File: config.mk
export PLATFORM = sky130hd
export DESIGN_NAME = basys3_keypad_scanner
export DESIGN_NICKNAME = d
export VERILOG_FILES = /design/src/rtl/basys3_keypad_scanner.sv
export SDC_FILE = /design/constraint.sdc
export NUM_CORES = 1
export LEC_CHECK = 0
export BUFFER_PORTS_ARGS = -buffer_cell sky130_fd_sc_hd__buf_2
export CAP_MARGIN = 10
export CORE_MARGIN = 4
export CORE_UTILIZATION = 59
export CTS_BUF_LIST = sky130_fd_sc_hd__clkbuf_8
export CTS_CLUSTER_DIAMETER = 80
export DETAILED_ROUTE_END_ITERATION = 7
export PLACE_DENSITY = 0.88
export SYNTH_ARGS = -nofsm -noshare
export SYNTH_HDL_FRONTEND = slang
export SYNTH_SLANG_ARGS = --single-unit
File: constraint.sdc
create_clock -name clk_1k_i -period 10.1 [get_ports clk_1k_i]
set_input_delay 2.02 -clock clk_1k_i [delete_from_list [all_inputs] [get_ports clk_1k_i]]
set_output_delay 2.02 -clock clk_1k_i [all_outputs]
set_load 0.01 [all_outputs]
File: src/rtl/basys3_keypad_scanner.sv
// Scans a 4x4 active-low keypad matrix and debounces the result over whole scans.
// Each accepted press is reported as a hex code with a one-cycle strobe.
// key_valid_o rises one clock after the scan_end of the last qualifying scan.
// There is no backpressure. Each strobe is a single-cycle event, and key_o holds
// the code until the next accept.
//
// Ports:
//   clk_1k_i     1 kHz system clock (single domain)
//   rst_i        synchronous active-high reset
//   row_i[3:0]   keypad rows, active-low, asynchronous to clk_1k_i
//   col_o[3:0]   keypad column drive, active-low, exactly one bit low
//   key_o[3:0]   hex code of the last accepted key
//   key_valid_o  one-cycle pulse per accepted press
//   key_held_o   high while the accepted key is considered pressed
module basys3_keypad_scanner #(
    parameter int DWELL_CYCLES   = 4,
    parameter int DEBOUNCE_SCANS = 3
) (
    input  logic       clk_1k_i,
    input  logic       rst_i,
    input  logic [3:0] row_i,
    output logic [3:0] col_o,
    output logic [3:0] key_o,
    output logic       key_valid_o,
    output logic       key_held_o
);

    localparam int DW = (DWELL_CYCLES > 1) ? $clog2(DWELL_CYCLES) : 1;
    localparam int CW = $clog2(DEBOUNCE_SCANS + 1);
    localparam logic [DW-1:0] DWELL_LAST = DW'(DWELL_CYCLES - 1);
    localparam logic [CW-1:0] CNT_MAX    = CW'(DEBOUNCE_SCANS);
    localparam logic [CW-1:0] CNT_ONE    = CW'(1);

    // Snapshot bit index is {row, col}. Map it to the legend printed on the keypad.
    function automatic logic [3:0] key_map(input logic [3:0] idx);
        logic [3:0] code;
        case (idx)
            4'd0:    code = 4'h1;
            4'd1:    code = 4'h2;
            4'd2:    code = 4'h3;
            4'd3:    code = 4'hA;
            4'd4:    code = 4'h4;
            4'd5:    code = 4'h5;
            4'd6:    code = 4'h6;
            4'd7:    code = 4'hB;
            4'd8:    code = 4'h7;
            4'd9:    code = 4'h8;
            4'd10:   code = 4'h9;
            4'd11:   code = 4'hC;
            4'd12:   code = 4'h0;
            4'd13:   code = 4'hF;
            4'd14:   code = 4'hE;
            default: code = 4'hD;
        endcase
        return code;
    endfunction

    // ------------------------------------------------------------------
    // Two-flop row synchronizer. It resets to "all rows released".
    // ------------------------------------------------------------------
    logic [3:0] row_meta_q;
    logic [3:0] row_sync_q;

    always_ff @(posedge clk_1k_i) begin
        if (rst_i) begin
            row_meta_q <= 4'hF;
            row_sync_q <= 4'hF;
        end else begin
            row_meta_q <= row_i;
            row_sync_q <= row_meta_q;
        end
    end

    // ------------------------------------------------------------------
    // Column scan. Rows are sampled on the last dwell cycle. At that point
    // row_sync_q reflects rows seen two clocks into the dwell. This leaves the
    // synchronizer time to flush the previous column, which is why the dwell
    // must be at least 3 clocks.
    // ------------------------------------------------------------------
    logic [1:0]    col_q, col_d;
    logic [DW-1:0] dwell_q, dwell_d;
    logic          sample;
    logic          scan_end;

    assign sample   = (dwell_q == DWELL_LAST);
    assign scan_end = sample && (col_q == 2'd3);

    always_comb begin
        dwell_d = dwell_q + DW'(1);
        col_d   = col_q;
        if (sample) begin
            dwell_d = '0;
            col_d   = col_q + 2'd1;
        end
    end

    always_ff @(posedge clk_1k_i) begin
        if (rst_i) begin
            col_q   <= 2'd0;
            dwell_q <= '0;
        end else begin
            col_q   <= col_d;
            dwell_q <= dwell_d;
        end
    end

    assign col_o = ~(4'b0001 << col_q);

    // ------------------------------------------------------------------
    // Snapshot of the pressed keys (active-high), one bit per {row, col}.
    // The scan is classified from snap_d, so that column 3 (sampled on the
    // scan_end cycle itself) is already included.
    // ------------------------------------------------------------------
    logic [15:0] snap_q, snap_d;

    always_comb begin
        snap_d = snap_q;
        if (sample) begin
            for (int r = 0; r < 4; r++) begin
                snap_d[{2'(r), col_q}] = ~row_sync_q[r];
            end
        end
    end

    always_ff @(posedge clk_1k_i) begin
        if (rst_i) begin
            snap_q <= '0;
        end else begin
            snap_q <= snap_d;
        end
    end

    logic [4:0] n_pressed;
    logic [3:0] single_code;
    logic       is_none;
    logic       is_single;

    always_comb begin
        n_pressed   = '0;
        single_code = '0;
        for (int i = 0; i < 16; i++) begin
            if (snap_d[i]) begin
                n_pressed   = n_pressed + 5'd1;
                single_code = key_map(4'(i));
            end
        end
    end

    assign is_none   = (n_pressed == 5'd0);
    assign is_single = (n_pressed == 5'd1);

    // ------------------------------------------------------------------
    // Debounce FSM. It only moves on scan_end. Any scan that is neither NONE
    // nor SINGLE is MULTI.
    // ------------------------------------------------------------------
    typedef enum logic [1:0] {
        ST_IDLE,
        ST_PRESS_CHK,
        ST_HELD,
        ST_REL_CHK
    } state_t;

    state_t        state_q, state_d;
    logic [CW-1:0] cnt_q, cnt_d, cnt_inc;
    logic [3:0]    cand_q, cand_d;
    logic [3:0]    key_q, key_d;
    logic          valid_q, valid_d;
    logic          held_q, held_d;

    // The scan counter saturates at the threshold instead of wrapping.
    assign cnt_inc = (cnt_q == CNT_MAX) ? cnt_q : cnt_q + CNT_ONE;

    always_comb begin
        state_d = state_q;
        cnt_d   = cnt_q;
        cand_d  = cand_q;
        key_d   = key_q;
        valid_d = 1'b0;
        held_d  = held_q;

        if (scan_end) begin
            unique case (state_q)
                ST_IDLE: begin
                    if (is_single) begin
                        cand_d = single_code;
                        cnt_d  = CNT_ONE;
                        if (cnt_d == CNT_MAX) begin
                            key_d   = single_code;
                            valid_d = 1'b1;
                            held_d  = 1'b1;
                            state_d = ST_HELD;
                        end else begin
                            state_d = ST_PRESS_CHK;
                        end
                    end
                end

                ST_PRESS_CHK: begin
                    if (is_single && (single_code == cand_q)) begin
                        cnt_d = cnt_inc;
                        if (cnt_inc == CNT_MAX) begin
                            key_d   = cand_q;
                            valid_d = 1'b1;
                            held_d  = 1'b1;
                            state_d = ST_HELD;
                        end
                    end else if (is_single) begin
                        // A different key restarts qualification instead of aborting it.
                        cand_d = single_code;
                        cnt_d  = CNT_ONE;
                    end else begin
                        state_d = ST_IDLE;
                    end
                end

                ST_HELD: begin
                    if (is_none) begin
                        cnt_d = CNT_ONE;
                        if (cnt_d == CNT_MAX) begin
                            held_d  = 1'b0;
                            state_d = ST_IDLE;
                        end else begin
                            state_d = ST_REL_CHK;
                        end
                    end
                end

                ST_REL_CHK: begin
                    if (is_none) begin
                        cnt_d = cnt_inc;
                        if (cnt_inc == CNT_MAX) begin
                            held_d  = 1'b0;
                            state_d = ST_IDLE;
                        end
                    end else begin
                        state_d = ST_HELD;
                    end
                end

                default: state_d = ST_IDLE;
            endcase
        end
    end

    always_ff @(posedge clk_1k_i) begin
        if (rst_i) begin
            state_q <= ST_IDLE;
            cnt_q   <= '0;
            cand_q  <= 4'h0;
            key_q   <= 4'h0;
            valid_q <= 1'b0;
            held_q  <= 1'b0;
        end else begin
            state_q <= state_d;
            cnt_q   <= cnt_d;
            cand_q  <= cand_d;
            key_q   <= key_d;
            valid_q <= valid_d;
            held_q  <= held_d;
        end
    end

    assign key_o       = key_q;
    assign key_valid_o = valid_q;
    assign key_held_o  = held_q;

endmodule

Yosys cells after proc, flatten, opt, wreduce, memory -nomap -nowiden
Index checks and enable logic that the tools add are counted.

word-level totals
  bits of input ports = 6
  logic and storage cells = 150
  output and inout bits = 10
  flip-flop bits (word level) = 42

cells by class
  add/sub/neg operators = 18
  multiplexer cells = 68
  shift operators = 1
  bitwise operators = 8
  equal/unequal tests = 19
  reduce and logical (&&, ||, !) cells = 17
  magnitude comparators = 8

operator list
  operator               number
  $add A5 B1 Y5 const B  15
  $mux W5                15
  $mux W4                17
  $bwmux W16             4
  $mux W2                12
  $mux W16               1
  $pmux W2 S4            2
  $ne A2 B2 Y1 const B   7
  $eq A2 B2 Y1 const B   6
  $reduce_and A6 Y1      2
  $mux W1                11
  $lt A4 B5 Y1 const B   2
  $ne A3 B3 Y1 const B   3
  $demux W1 S2           4
  $ge A4 B1 Y1 const B   2
  $pmux W4 S2            1
  $not A1 Y1             7
  $add A2 B1 Y2 const B  3
  $logic_and A1 B1 Y1    6
  $reduce_and A3 Y1      2
  $eq A5 B1 Y1 const B   1
  $logic_not A5 Y1       1
  $lt A2 B5 Y1 const B   1
  $lt A3 B5 Y1 const B   1
  12 further kinds       13

Depth between registers and ports, before layout
Gate-level depths: netlist (run 1).

  depth in word-level cells = 44
  gate-level depth with buffers = 59
  mapped depth without buffers = 57

Least setup slack after synthesis (run 1)
Ideal clock, no wire load.

  path type = reg2reg
  from = register dwell_q[0]
  to = register cnt_q[0]
  arrival = 9.653 ns
  cell stages (with the launch flop) = 58
  clock period less this slack = 9.770 ns
  slack = 0.330 ns
  buffers on the path = 2
  data required time = 9.984 ns
  library setup time = 0.116 ns
  path through = dfxtp_1 -> ha_1 -> buf_6 -> buf_4 -> nand2_2 -> nor2_1 -> a21oi_1 -> inv_1 -> ha_1 -> nand3b_1 -> and2_1 -> ha_1 -> nand2_1 -> nand2_1 -> ha_1 -> nor2_1 -> nor2_1 -> ha_1 -> (+22 left out) -> ha_1 -> nand2_1 -> o21ai_0 -> o21ai_0 -> inv_1 -> ha_1 -> nand2_1 -> o21ai_0 -> ha_1 -> a21oi_1 -> inv_1 -> ha_1 -> nand2_1 -> or4_1 -> mux2i_1 -> xor2_1 -> or4_1 -> o211a_1

on the way
  longest elaborated chain between the ends = 37
  elaborated cells on any way between the ends = 60
  classes of those cells = add/sub (15); eq/ne (5); mux (36); reduce/logical (4)

ends and longest elaborated chain
  element                                                line  RTL
  start: declaration                                     81    logic [DW-1:0] dwell_q, dwell_d;
  start signal: assignment                               103   dwell_q <= dwell_d;
  $eq A2 B2 Y1 (*)                                       85    assign sample = (dwell_q == DWELL_LAST);
  $mux W16 (*)                                           118   if (sample) begin
  named net snap_d[0]                                    114   logic [15:0] snap_q, snap_d;
  $mux W1                                                142   if (snap_d[i]) begin
  $add A5 B1 Y5                                          143   n_pressed = n_pressed + 5'd1;
  $mux W5                                                142
  $add A5 B1 Y5                                          143
  $mux W5                                                142
  (+22 left out)                                         -
  $add A5 B1 Y5                                          143
  $mux W5                                                142
  $add A5 B1 Y5                                          143
  $mux W5                                                142
  $eq A5 B1 Y1                                           150   assign is_single = (n_pressed == 5'd1);
  $mux W2 / $logic_and A1 B1 Y1 (equally long branches)  -
  $mux W2                                                199   if (is_single && (single_code == cand_q)) begin
  $pmux W2 S4                                            182   unique case (state_q)
  end signal: assignment                                 255   cnt_q <= cnt_d;
  end: declaration                                       164   logic [CW-1:0] cnt_q, cnt_d, cnt_inc;

The timed path passes the listed nets; every way through them passes the cells marked *.
A chain may end at the register's enable or synchronous reset.

Worst setup path after layout (run 1)
  from = register col_q[0]
  to = register cand_q[2]

on the way
  longest elaborated chain between the ends = 44
  elaborated cells on any way between the ends = 82
  classes of those cells = add/sub (15); order compare (8); eq/ne (4); mux (48); reduce/logical (7)

ends and longest elaborated chain
  element                                                                    line           RTL
  start: declaration                                                         80             logic [1:0] col_q, col_d;
  start signal: assignment                                                   102            col_q <= col_d;
  $lt A2 B5 Y1 (not written as such) / $ge A2 B1 Y1 (equally long branches)  120            snap_d[{2'(r), col_q}] = ~row_sync_q[r];
  $logic_and A1 B1 Y1 (not written as such)                                  120
  $mux W1 (not written as such)                                              120
  $demux W1 S2 (*)                                                           120
  $bwmux W16 (*) (4 in series)                                               120
  $mux W16 (*)                                                               118
  named net snap_d[0]                                                        114
  $mux W1                                                                    142
  (+26 left out)                                                             -
  $add A5 B1 Y5                                                              143
  $mux W5                                                                    142
  $add A5 B1 Y5                                                              143
  $mux W5                                                                    142
  $eq A5 B1 Y1                                                               150
  $mux W4 / $logic_and A1 B1 Y1 (equally long branches)                      184, 207, 199
  $mux W4 / $ne A2 B2 Y1 (equally long branches)                             -
  $pmux W4 S2 / $reduce_and A3 Y1 (equally long branches)                    -
  end signal: assignment                                                     256            cand_q <= cand_d;
  end: declaration                                                           165            logic [3:0] cand_q, cand_d;

The timed path passes the listed nets; every way through them passes the cells marked *. The select of a mux whose other input is x is not followed.

==> results of run 1 <==
registers in the layout, summed over array words and instances (netlist names):
register     cells
cand_q           4
row_meta_q       4
row_sync_q       4
dwell_q          2
state_q          2
cnt_q            2
key_held_o       1
snap_q          16
col_q            2
key_o            4
key_valid_o      1
per-layer routing:
layer	up-vias	global-route usage, %	share of wire (%)
met3	19	4.70	5.7
met5	-	0	0
met2	136	40.9	49
met1	1758	30.1	44
met4	0	8.93	1.8
li1	1797	-	-
kinds of logic after synthesis:
| family | after synthesis | share of synthesized area, % |
|---|---|---|
| buffers and inverters | 42 | 4.49 |
| adders and majority gates | 21 | 6.74 |
| DFF | 42 | 21.6 |
| and+or+nand+nor | 183 | 23.4 |
| xor gates and xnor gates | 56 | 18.4 |
| muxes | 10 | 2.82 |
| AOI/OAI and AO/OA | 129 | 22.6 |
cells in the final DEF, fill, tap and decap left out, drive strengths merged, types with 4 or more instances in the layout:
| cell | n |
|---|---|
| nand2 | 50 |
| nor2 | 48 |
| dfxtp | 42 |
| buf | 42 |
| xnor2 | 35 |
| o21ai | 34 |
| a21oi | 33 |
| inv | 24 |
| ha | 21 |
| nor3 | 16 |
| xor2 | 13 |
| nand3 | 12 |
| and2 | 11 |
| or2 | 10 |
| mux2i | 8 |
| o31ai | 7 |
| clkbuf | 7 |
| xnor3 | 7 |
| nand4 | 6 |
| a31o | 6 |
| and4b | 5 |
| and3 | 5 |
| o21a | 4 |
| nor3b | 4 |
| a31oi | 4 |
| nand3b | 4 |
critical path, delay by kind of cell (launching register included):
| family | cells | cell delay, ns |
|---|---|---|
| buffers and inverters | 8 | 0.83 |
| AND/OR/NAND/NOR | 18 | 2.13 |
| flip-flops | 1 | 0.38 |
| adder cells (fa/ha/maj) | 14 | 3.47 |
| XOR/XNOR | 1 | 0.19 |
| AO/OA/AOI/OAI | 16 | 2.66 |
layout make-up:
cell class	instances	area (sq um)
clock buffer	6	82.6
clock inverter	2	60.1
fill	430	1880
inverter	24	90.1
multi-input combinational	399	3050
sequential	42	843
tap	77	96.3
timing repair buffer	43	285
worst paths after layout:
kind                                     from             to  slack, ns  cells after the start
worst max-delay path                 col_q[0]      cand_q[2]       0.34                     57
worst min-delay path            row_meta_q[1]  row_sync_q[1]       0.41                      1
worst max register to register       col_q[0]      cand_q[2]       0.34                     57
worst min register to register  row_meta_q[1]  row_sync_q[1]       0.41                      1
power by group through the flow:
stage | combinational [uW] | clock [uW] | sequential, uW
2_1_floorplan | 41.5 | 0 | 174
3_3_place_gp | 51.5 | 0 | 174
3_5_place_dp | 53.4 | 0 | 175
4_1_cts | 59.0 | 165 | 171
5_1_grt | 72.3 | 173 | 171
6_report | 66.7 | 165 | 171
per-stage QoR:
| stage | setup slack [ns] | setup TNS, ns | hold WS (ns) |
|---|---|---|---|
| after floorplan | 0.330 | 0 | 0.389 |
| after global placement | 0.0801 | 0 | 0.393 |
| after detailed placement | -0.317 | -1.66 | 0.393 |
| after CTS | 0.0133 | 0 | 0.411 |
| after global routing | -0.100 | -0.576 | 0.426 |
| final | 0.340 | 0 | 0.414 |
timing repair:
item                       CTS  global route
hold endpoints to repair     0             0
setup buffers                9             6
setup endpoints to repair   13            14
pin swaps                    3            11
gates resized for setup     12            23
==> impl_metrics.prom, run 1 <==
# TYPE chip_impl_metric gauge
chip_impl_info{name="status",value="finished clean"} 1
chip_impl_metric{name="final_weighted_congestion_in_routability_driven_placement",unit=""} 0.915
chip_impl_info{name="yosys.cell_count.top_type",value="nor2_1"} 1
chip_impl_metric{name="route.antenna.remaining_nets",unit=""} 0
chip_impl_metric{name="synth_edf_count",unit=""} 0
chip_impl_metric{name="setup_viol",unit=""} 0
chip_impl_metric{name="die_width",unit="um"} 89.3
chip_impl_metric{name="drt_first_iter_violations",unit=""} 212
chip_impl_metric{name="layout.cell_area.non_filler",unit="sq um"} 4510
chip_impl_metric{name="highest_clock_rate",unit="MHz"} 102
chip_impl_metric{name="clock_latency",unit="ns"} 0.30
chip_impl_metric{name="crit_path_max_fanout",unit=""} 4
chip_impl_info{name="holdCritPathClass",value="register to register"} 1
chip_impl_metric{name="track_usage",unit="%"} 24.0
chip_impl_metric{name="dp_cells",unit=""} 569
chip_impl_metric{name="die_y",unit="um"} 89.3
chip_impl_info{name="primary_flip_flop_cell_chosen_by_synthesis_mapping",value="dfxtp_1"} 1
chip_impl_info{name="critPathLaunchType",value="register"} 1
chip_impl_metric{name="p_comb_share",unit="%"} 16.6
chip_impl_metric{name="grt_antenna_before_repair",unit=""} 0
chip_impl_metric{name="totalWireLength",unit="um"} 9550
chip_impl_metric{name="buffer_levels_on_the_longest_clock_path",unit=""} 2
chip_impl_metric{name="synth_top_cell_area_share",unit="%"} 21.6
chip_impl_metric{name="drive_gt1_share",unit="%"} 24.4
chip_impl_metric{name="layout.nets",unit=""} 542
chip_impl_metric{name="ir_worst_vdd",unit="mV"} 0.119
chip_impl_metric{name="final.min_clock_period",unit="ns"} 9.76
chip_impl_metric{name="total_vias_in_the_final_route",unit=""} 3710
chip_impl_metric{name="coreArea",unit="sq um"} 6390
chip_impl_metric{name="maxSlewHeadroom",unit="%"} 34.5
chip_impl_metric{name="critPathRequiredTime",unit="ns"} 10.31
chip_impl_info{name="critical-path-slowest-cell",value="or3_1"} 1
chip_impl_metric{name="synth_fp_nets",unit=""} 510
chip_impl_metric{name="cts_buffers",unit=""} 5
chip_impl_metric{name="power_leakage",unit="uW"} 0.00192
chip_impl_metric{name="synth.lib_cells_used.distinct",unit=""} 73
chip_impl_info{name="synth.area.top_cells",value="dfxtp_1, ha_1, xnor2_1"} 1
chip_impl_info{name="timing.critical_path.mode_cell",value="ha_1"} 1
chip_impl_metric{name="n_antenna_cell",unit=""} 0
chip_impl_metric{name="finalHoldViolCount",unit=""} 0
chip_impl_metric{name="crit_path_max_incr_delay",unit="ns"} 0.45
chip_impl_metric{name="ctsHtreeMaxLevel",unit=""} 2
chip_impl_metric{name="arrival_time_reported_for_the_critical_path_endpoint",unit="ns"} 9.97
chip_impl_metric{name="worst_clock_skew",unit="ns"} 0.00591
chip_impl_metric{name="timing_max_transition_violations_final",unit=""} 0
chip_impl_metric{name="hpwlAfterDp",unit="um"} 6760
chip_impl_info{name="synth.largest_area_cell",value="dfxtp_1"} 1
chip_impl_metric{name="synth.cell_area",unit="sq um"} 3900
chip_impl_metric{name="post-layout-total-power",unit="uW"} 402
chip_impl_info{name="synthTopCellsByCount",value="nor2_1, nand2_1, dfxtp_1"} 1
chip_impl_metric{name="drcViolationCount",unit=""} 0
chip_impl_metric{name="initial_utilization",unit="%"} 61.1
chip_impl_metric{name="global_route.overflow_total",unit=""} 0
chip_impl_metric{name="io_pins",unit=""} 16
chip_impl_metric{name="pwr-share-seq",unit="%"} 42.5
chip_impl_metric{name="synthesis.area_per_instance",unit="sq um"} 8.08
chip_impl_metric{name="firstDrtPassIters",unit=""} 5
chip_impl_metric{name="buffer_ports.inserted",unit=""} 15
chip_impl_info{name="worst-setup-path-type",value="register to register"} 1
chip_impl_metric{name="post-route-util",unit="%"} 70.6
chip_impl_metric{name="grt_max_degree",unit=""} 40
chip_impl_metric{name="die_area",unit="sq um"} 7980
chip_impl_metric{name="viasPerCell",unit=""} 6.26
chip_impl_metric{name="proportion_of_synthesized_chip_area_in_sequential_cells",unit="%"} 21.6
chip_impl_metric{name="power_density",unit="nW/um^2"} 89.3
chip_impl_metric{name="drv_cap",unit=""} 0
chip_impl_metric{name="clock_sink_count",unit=""} 42
chip_impl_metric{name="syn_inst",unit=""} 483
chip_impl_metric{name="synth.yosys.warnings",unit=""} 0
chip_impl_metric{name="ys_ff_latch",unit=""} 42
chip_impl_metric{name="internal",unit="uW"} 304
chip_impl_metric{name="power.net_switching",unit="uW"} 98.2
chip_impl_metric{name="areaGrowthSynthToFinish",unit="%"} 15.5
chip_impl_metric{name="worst_slew_pin_slew",unit="ns"} 0.975
chip_impl_info{name="worstSetupEndpointType",value="register"} 1
chip_impl_metric{name="grt_first_pass_wirelength",unit="um"} 15400
chip_impl_metric{name="first_global_vias",unit=""} 3425
chip_impl_metric{name="clkSlewWorstSetupHoldPaths",unit="ns"} 0.08
chip_impl_metric{name="power.clock.fraction",unit="%"} 41.0
chip_impl_metric{name="power.switching_fraction",unit="%"} 24.4
chip_impl_info{name="cts_tree",value="built"} 1
chip_impl_metric{name="cts_hold_repair.buffers",unit=""} 0
chip_impl_metric{name="routed_wire_length_per_instance",unit="um"} 16.1
chip_impl_metric{name="placement_rows",unit=""} 29
chip_impl_metric{name="place_area",unit="sq um"} 4080
chip_impl_metric{name="asr_flop_ratio_synth",unit="%"} 0
chip_impl_metric{name="finalCritPeriodShare",unit="%"} 96.6
chip_impl_info{name="cts_root_buffer",value="clkbuf_8"} 1
chip_impl_metric{name="post_layout_nonfiller_instances",unit=""} 593
(Power assumes the default switching activity.)
==> run 2: changes to the inputs <==
--- a/config.mk
+++ b/config.mk
@@ -5,14 +5,15 @@
 export SDC_FILE = /design/constraint.sdc
 export NUM_CORES = 1
 export LEC_CHECK = 0
+export ABC_AREA = 1
 export BUFFER_PORTS_ARGS = -buffer_cell sky130_fd_sc_hd__buf_2
 export CAP_MARGIN = 10
 export CORE_MARGIN = 4
-export CORE_UTILIZATION = 59
+export CORE_UTILIZATION = 58
 export CTS_BUF_LIST = sky130_fd_sc_hd__clkbuf_8
 export CTS_CLUSTER_DIAMETER = 80
 export DETAILED_ROUTE_END_ITERATION = 7
-export PLACE_DENSITY = 0.88
+export PLACE_DENSITY = 0.87
 export SYNTH_ARGS = -nofsm -noshare
 export SYNTH_HDL_FRONTEND = slang
 export SYNTH_SLANG_ARGS = --single-unit
==> impl_metrics.prom, run 2 <==
# TYPE chip_impl_metric gauge
chip_impl_metric{name="die_y",unit="um"} 89.0
chip_impl_metric{name="final.min_clock_period",unit="ns"} 9.43
chip_impl_metric{name="worst_clock_skew",unit="ns"} 0.00392
chip_impl_info{name="synth.largest_area_cell",value="dfxtp_1"} 1
chip_impl_metric{name="crit_path_max_fanout",unit=""} 8
chip_impl_metric{name="synth_fp_nets",unit=""} 654
chip_impl_info{name="critPathLaunchType",value="register"} 1
chip_impl_info{name="most_flop_heavy_register",value="snap_q"} 1
chip_impl_info{name="most_common_cell_after_layout_fill_and_taps_aside",value="nand2_1"} 1
chip_impl_metric{name="synth_top_cell_area_share",unit="%"} 22.1
chip_impl_info{name="primary_flip_flop_cell_chosen_by_synthesis_mapping",value="dfxtp_1"} 1
chip_impl_metric{name="synthesis.area_per_instance",unit="sq um"} 6.06
chip_impl_info{name="timing.critical_path.mode_cell",value="nand2_1"} 1
chip_impl_metric{name="clkSlewWorstSetupHoldPaths",unit="ns"} 0.08
chip_impl_info{name="critical-path-slowest-cell",value="dfxtp_1"} 1
chip_impl_metric{name="drv_cap",unit=""} 0
chip_impl_metric{name="setup_viol",unit=""} 0
chip_impl_metric{name="fin_tns_setup",unit="ns"} 0
chip_impl_metric{name="layout.nets",unit=""} 670
chip_impl_info{name="worstSetupEndpointType",value="register"} 1
chip_impl_metric{name="routed_wire_length_per_instance",unit="um"} 11.5
chip_impl_metric{name="drive_gt1_share",unit="%"} 17.2
chip_impl_metric{name="ir_worst_vdd",unit="mV"} 0.150
chip_impl_metric{name="post_cts_resize_count",unit=""} 0
chip_impl_metric{name="firstDrtPassIters",unit=""} 5
chip_impl_metric{name="track_usage",unit="%"} 22.6
chip_impl_info{name="cts_tree",value="built"} 1
chip_impl_metric{name="drcViolationCount",unit=""} 0
chip_impl_metric{name="finalCritPeriodShare",unit="%"} 93.3
chip_impl_metric{name="final_weighted_congestion_in_routability_driven_placement",unit=""} 0.905
chip_impl_metric{name="critPathRequiredTime",unit="ns"} 10.26
chip_impl_metric{name="proportion_of_synthesized_chip_area_in_sequential_cells",unit="%"} 22.1
chip_impl_metric{name="power_leakage",unit="uW"} 0.00246
chip_impl_metric{name="io_pins",unit=""} 16
chip_impl_metric{name="fin_hold_ws",unit="ns"} 0.421
chip_impl_metric{name="drt_first_iter_violations",unit=""} 154
chip_impl_metric{name="maxSlewHeadroom",unit="%"} 42.1
chip_impl_info{name="synthTopCellsByCount",value="nand2_1, inv_1, nand3_1"} 1
chip_impl_metric{name="route.antenna.remaining_nets",unit=""} 0
chip_impl_metric{name="placement_rows",unit=""} 29
chip_impl_metric{name="synth.cell_area",unit="sq um"} 3800
chip_impl_metric{name="die_area",unit="sq um"} 7910
chip_impl_metric{name="areaGrowthSynthToFinish",unit="%"} 8.20
chip_impl_metric{name="buffer_levels_on_the_longest_clock_path",unit=""} 2
chip_impl_metric{name="initial_utilization",unit="%"} 59.9
chip_impl_metric{name="timing_max_transition_violations_final",unit=""} 0
chip_impl_metric{name="coreArea",unit="sq um"} 6350
chip_impl_metric{name="power_density",unit="nW/um^2"} 114
chip_impl_metric{name="clock_latency",unit="ns"} 0.30
chip_impl_metric{name="flip_flop_count_of_the_largest_register_all_copies_and_words_added",unit=""} 16
chip_impl_metric{name="ys_ff_latch",unit=""} 42
chip_impl_metric{name="ctsHtreeMaxLevel",unit=""} 2
chip_impl_metric{name="num-fill-cells",unit=""} 498
chip_impl_metric{name="viasPerCell",unit=""} 5.24
chip_impl_metric{name="post_cts.repair.setup_buffers",unit=""} 0
chip_impl_metric{name="highest_clock_rate",unit="MHz"} 106
chip_impl_metric{name="buffer_ports.inserted",unit=""} 15
chip_impl_info{name="worst-setup-path-type",value="register to register"} 1
chip_impl_metric{name="cts_buffers",unit=""} 5
chip_impl_metric{name="totalWireLength",unit="um"} 8260
chip_impl_info{name="commonest_cells_after_routing_fill_and_taps_aside",value="nand2_1, inv_1, nand3_1"} 1
chip_impl_metric{name="die_width",unit="um"} 89.0
chip_impl_metric{name="cts_hold_repair.buffers",unit=""} 0
chip_impl_info{name="cts_root_buffer",value="clkbuf_8"} 1
chip_impl_info{name="holdCritPathClass",value="register to register"} 1
chip_impl_metric{name="synth.yosys.warnings",unit=""} 0
chip_impl_metric{name="syn_inst",unit=""} 627
chip_impl_info{name="synth.area.top_cells",value="dfxtp_1, nand2_1, inv_1"} 1
chip_impl_info{name="yosys.cell_count.top_type",value="nand2_1"} 1
chip_impl_metric{name="asr_flop_ratio_synth",unit="%"} 0
chip_impl_metric{name="worst_slew_pin_slew",unit="ns"} 0.860
chip_impl_metric{name="global_route.overflow_total",unit=""} 0
chip_impl_metric{name="grt_first_pass_wirelength",unit="um"} 14700
chip_impl_metric{name="arrival_time_reported_for_the_critical_path_endpoint",unit="ns"} 9.59
chip_impl_info{name="status",value="finished clean"} 1
chip_impl_metric{name="grt_antenna_before_repair",unit=""} 0
chip_impl_metric{name="n_antenna_cell",unit=""} 0
chip_impl_metric{name="crit_path_max_incr_delay",unit="ns"} 0.34
chip_impl_metric{name="total_vias_in_the_final_route",unit=""} 3781
chip_impl_metric{name="finalHoldViolCount",unit=""} 0
chip_impl_metric{name="synth_edf_count",unit=""} 0
chip_impl_metric{name="first_global_vias",unit=""} 3565
chip_impl_metric{name="hpwlAfterDp",unit="um"} 6120
chip_impl_metric{name="synth.lib_cells_used.distinct",unit=""} 38
chip_impl_metric{name="clock_sink_count",unit=""} 42
chip_impl_metric{name="grt_max_degree",unit=""} 34
[run 2: through the flow]
stage / worst slack [ns] / area (sq um) / total power (uW) / cells / util [%]
global route: -0.0405 / 4110 / 505 / 721 / 64.8
CTS: 0.120 / 4050 / 465 / 721 / 63.8
finish: 0.675 / 4110 / 471 / 721 / 64.8
floorplan: 1.30 / 3800 / 306 / 627 / -
detailed placement: 0.235 / 3940 / 332 / 713 / 62.0
global placement: 0.662 / 3940 / 325 / 713 / 62.0
[run 2: report_power, final]
part | switching [uW] | internal (uW) | leakage (uW)
Sequential | 2.44 | 170 | 0.000341
Combinational | 109 | 55.5 | 0.00207
Clock | 59.8 | 73.5 | 0.0000504
[run 2: layout make-up]
type / instances / area, sq um / area share [%]
clock inverters: 3 / 45.0 / 1.10
flip-flops and latches: 42 / 841 / 20.4
clock buffers: 5 / 68.8 / 1.67
well taps: 77 / 96.3 / 2.34
inverters: 121 / 457 / 11.1
multi-input cells: 458 / 2530 / 61.5
repair buffers: 15 / 75.1 / 1.83
[run 2: per-layer routing]
| layer | vias to the layer above | part of all wire, % | GRT usage [%] |
|---|---|---|---|
| met5 | - | 0 | 0 |
| met4 | 0 | 1.4 | 6.63 |
| met3 | 14 | 2.8 | 3.04 |
| met2 | 70 | 50 | 41.1 |
| met1 | 1708 | 46 | 27.6 |
| li1 | 1989 | - | - |
[run 2: worst paths after layout]
check                      from            end  slack [ns]  cells after the start
setup / recovery       col_q[1]      cand_q[0]        0.67                     59
hold / removal    row_meta_q[0]  row_sync_q[0]        0.42                      1
setup reg to reg       col_q[1]      cand_q[0]        0.67                     59
hold reg to reg   row_meta_q[0]  row_sync_q[0]        0.42                      1
[run 2: cells by family after synthesis]
family / synth area share [%]
and+or+nand+nor: 47.6
AOI/OAI and AO/OA: 9.05
DFF: 22.1
xor gates and xnor gates: 1.35
adders and majority gates: 6.91
buffers and inverters: 13.0
[run 2: critical path, delay by kind of cell (launching register included)]
family | cells | cell delay (ns)
AND/OR/NAND/NOR | 35 | 4.04
buffers and inverters | 5 | 0.37
AO/OA/AOI/OAI | 4 | 0.30
flip-flops | 1 | 0.34
adder cells (fa/ha/maj) | 15 | 4.19
==> run 3: changes to the inputs <==
--- a/config.mk
+++ b/config.mk
@@ -8,6 +8,7 @@
 export ABC_AREA = 1
 export BUFFER_PORTS_ARGS = -buffer_cell sky130_fd_sc_hd__buf_2
 export CAP_MARGIN = 10
+export CORE_ASPECT_RATIO = 1.4
 export CORE_MARGIN = 4
 export CORE_UTILIZATION = 58
 export CTS_BUF_LIST = sky130_fd_sc_hd__clkbuf_8
==> impl_metrics.prom, run 3 (same netlist as run 2, synthesis figures left out) <==
# TYPE chip_impl_metric gauge
chip_impl_metric{name="placement_rows",unit=""} 34
chip_impl_metric{name="critPathRequiredTime",unit="ns"} 10.32
chip_impl_metric{name="buffer_ports.inserted",unit=""} 15
chip_impl_metric{name="layout.cell_area.non_filler",unit="sq um"} 4070
chip_impl_metric{name="cts_buffers",unit=""} 5
chip_impl_metric{name="post_layout_nonfiller_instances",unit=""} 716
chip_impl_metric{name="arrival_time_reported_for_the_critical_path_endpoint",unit="ns"} 9.59
chip_impl_info{name="worstSetupEndpointType",value="register"} 1
chip_impl_metric{name="power_density",unit="nW/um^2"} 114
chip_impl_metric{name="dp_cells",unit=""} 708
chip_impl_info{name="critical-path-slowest-cell",value="dfxtp_1"} 1
chip_impl_metric{name="drive_gt1_share",unit="%"} 16.8
chip_impl_metric{name="final_weighted_congestion_in_routability_driven_placement",unit=""} 0.870
chip_impl_info{name="most_flop_heavy_register",value="snap_q"} 1
chip_impl_metric{name="worst_clock_skew",unit="ns"} 0.0143
chip_impl_metric{name="maxSlewHeadroom",unit="%"} 47.4
chip_impl_metric{name="drcViolationCount",unit=""} 0
chip_impl_metric{name="ir_worst_vdd",unit="mV"} 0.132
chip_impl_metric{name="total_vias_in_the_final_route",unit=""} 3784
chip_impl_metric{name="crit_path_max_fanout",unit=""} 8
chip_impl_metric{name="drv_cap",unit=""} 0
chip_impl_metric{name="flip_flop_count_of_the_largest_register_all_copies_and_words_added",unit=""} 16
chip_impl_metric{name="first_global_vias",unit=""} 3576
chip_impl_info{name="most_common_cell_after_layout_fill_and_taps_aside",value="nand2_1"} 1
chip_impl_info{name="cts_tree",value="built"} 1
chip_impl_metric{name="timing.critical_path.buf_inv",unit=""} 5
chip_impl_metric{name="timing_max_transition_violations_final",unit=""} 0
chip_impl_metric{name="hpwlAfterDp",unit="um"} 6210
chip_impl_metric{name="grt_antenna_before_repair",unit=""} 0
chip_impl_metric{name="place_area",unit="sq um"} 3930
chip_impl_metric{name="drt_first_iter_violations",unit=""} 125
chip_impl_metric{name="totalWireLength",unit="um"} 7770
chip_impl_metric{name="layout.nets",unit=""} 670
chip_impl_metric{name="die_y",unit="um"} 104
chip_impl_metric{name="ff2ff_setup_slack",unit="ns"} 0.73
chip_impl_metric{name="setup_viol",unit=""} 0
chip_impl_metric{name="die_width",unit="um"} 76.4
chip_impl_info{name="status",value="finished clean"} 1
chip_impl_info{name="timing.critical_path.mode_cell",value="nand2_1"} 1
chip_impl_metric{name="fin_hold_ws",unit="ns"} 0.415
chip_impl_metric{name="grt_max_degree",unit=""} 34
chip_impl_metric{name="clock_sink_count",unit=""} 42
chip_impl_metric{name="buffer_levels_on_the_longest_clock_path",unit=""} 2
chip_impl_info{name="holdCritPathClass",value="register to register"} 1
chip_impl_metric{name="io_pins",unit=""} 16
chip_impl_metric{name="clock_latency",unit="ns"} 0.30
chip_impl_metric{name="power_leakage",unit="uW"} 0.00245
chip_impl_metric{name="worst_slew_pin_slew",unit="ns"} 0.782
chip_impl_metric{name="areaGrowthSynthToFinish",unit="%"} 7.08
chip_impl_metric{name="final.min_clock_period",unit="ns"} 9.37
chip_impl_metric{name="initial_utilization",unit="%"} 60.4
chip_impl_metric{name="firstDrtPassIters",unit=""} 4
chip_impl_metric{name="ctsHtreeMaxLevel",unit=""} 2
chip_impl_info{name="worst-setup-path-type",value="register to register"} 1
chip_impl_metric{name="clkSlewWorstSetupHoldPaths",unit="ns"} 0.08
chip_impl_metric{name="crit_path_max_incr_delay",unit="ns"} 0.37
chip_impl_metric{name="global_route.overflow_total",unit=""} 0
chip_impl_metric{name="n_antenna_cell",unit=""} 0
chip_impl_metric{name="viasPerCell",unit=""} 5.28
chip_impl_metric{name="highest_clock_rate",unit="MHz"} 107
chip_impl_info{name="critPathLaunchType",value="register"} 1
chip_impl_metric{name="coreArea",unit="sq um"} 6300
chip_impl_metric{name="grt_first_pass_wirelength",unit="um"} 13900
chip_impl_metric{name="route.antenna.remaining_nets",unit=""} 0
chip_impl_metric{name="finalHoldViolCount",unit=""} 0
chip_impl_info{name="commonest_cells_after_routing_fill_and_taps_aside",value="nand2_1, inv_1, nand3_1"} 1
chip_impl_metric{name="post_cts.repair.setup_buffers",unit=""} 0
chip_impl_metric{name="die_area",unit="sq um"} 7930
chip_impl_metric{name="finalCritPeriodShare",unit="%"} 92.7
chip_impl_metric{name="routed_wire_length_per_instance",unit="um"} 10.9
chip_impl_info{name="cts_root_buffer",value="clkbuf_8"} 1
chip_impl_metric{name="track_usage",unit="%"} 20.0
chip_impl_info{name="cp_top_family",value="adder cells"} 1
[run 3: cell types whose count changed in the layout (fill, tap and decap cells not counted)]
| cell | previous run | this run |
|---|---|---|
| o21ai_1 | 10 | 8 |
| nor2_2 | 1 | 2 |
| ha_1 | 19 | 20 |
| inv_1 | 115 | 116 |
| nand2_4 | 9 | 8 |
| nand2_1 | 168 | 169 |
| clkinvlp_4 | 2 | 1 |
| ha_4 | 2 | 1 |
| nor2_4 | 2 | 1 |
| o21ai_2 | 7 | 8 |
| o21ai_0 | 13 | 15 |
| o21ai_4 | 2 | 1 |
[run 3: power by group]
part	leakage [uW]	switching [uW]	internal (uW)	total [uW]
combinational	0.00205	107	56.0	163
clock	0.0000556	56.7	72.7	129
sequential	0.000341	2.22	170	172
[run 3: area by class of cell]
| type | instances | area (sq um) |
|---|---|---|
| multi-input cells | 458 | 2500 |
| fillers | 559 | 2230 |
| flip-flops and latches | 42 | 841 |
| inverters | 121 | 457 |
| well taps | 72 | 90.1 |
| repair buffers | 15 | 75.1 |
| clock buffers | 5 | 68.8 |
| clock inverters | 3 | 41.3 |
[run 3: worst paths after layout]
kind | from | end | depth (start not counted)
min reg2reg | row_meta_q[1] | row_sync_q[1] | 1
max | col_q[0] | cand_q[3] | 60
min | row_meta_q[1] | row_sync_q[1] | 1
max reg2reg | col_q[0] | cand_q[3] | 60
[run 3: worst reg2reg max path: cells and delay by family (launching register included)]
kind	cells	cell delay, ns
AND/OR/NAND/NOR	36	4.12
buffers and inverters	5	0.34
flip-flops	1	0.37
AO/OA/AOI/OAI	4	0.38
adder cells (fa/ha/maj)	15	4.10
[run 3: per-layer routing]
metal  track usage (%)  wire (um)  up-vias
li1                  -          -     1988
met1              21.0       3300     1715
met2              40.6       4140       65
met3              2.17        210       16
met4              5.70        127        0
met5                 0          0        -
[run 3: per-stage QoR]
stage | total power [uW] | worst slack [ns] | util, % | setup TNS (ns)
floorplan | 306 | 1.30 | - | 0
global placement | 325 | 0.661 | 62.4 | 0
detailed placement | 332 | 0.278 | 62.4 | 0
CTS | 460 | 0.219 | 64.1 | 0
global route | 497 | -0.0575 | 64.6 | -0.182
finish | 465 | 0.734 | 64.6 | 0
[run 3: what timing repair did]
item,CTS,global route
setup endpoints to repair,0,14
hold endpoints to repair,0,0
hold buffers,0,0
resized for setup,0,9
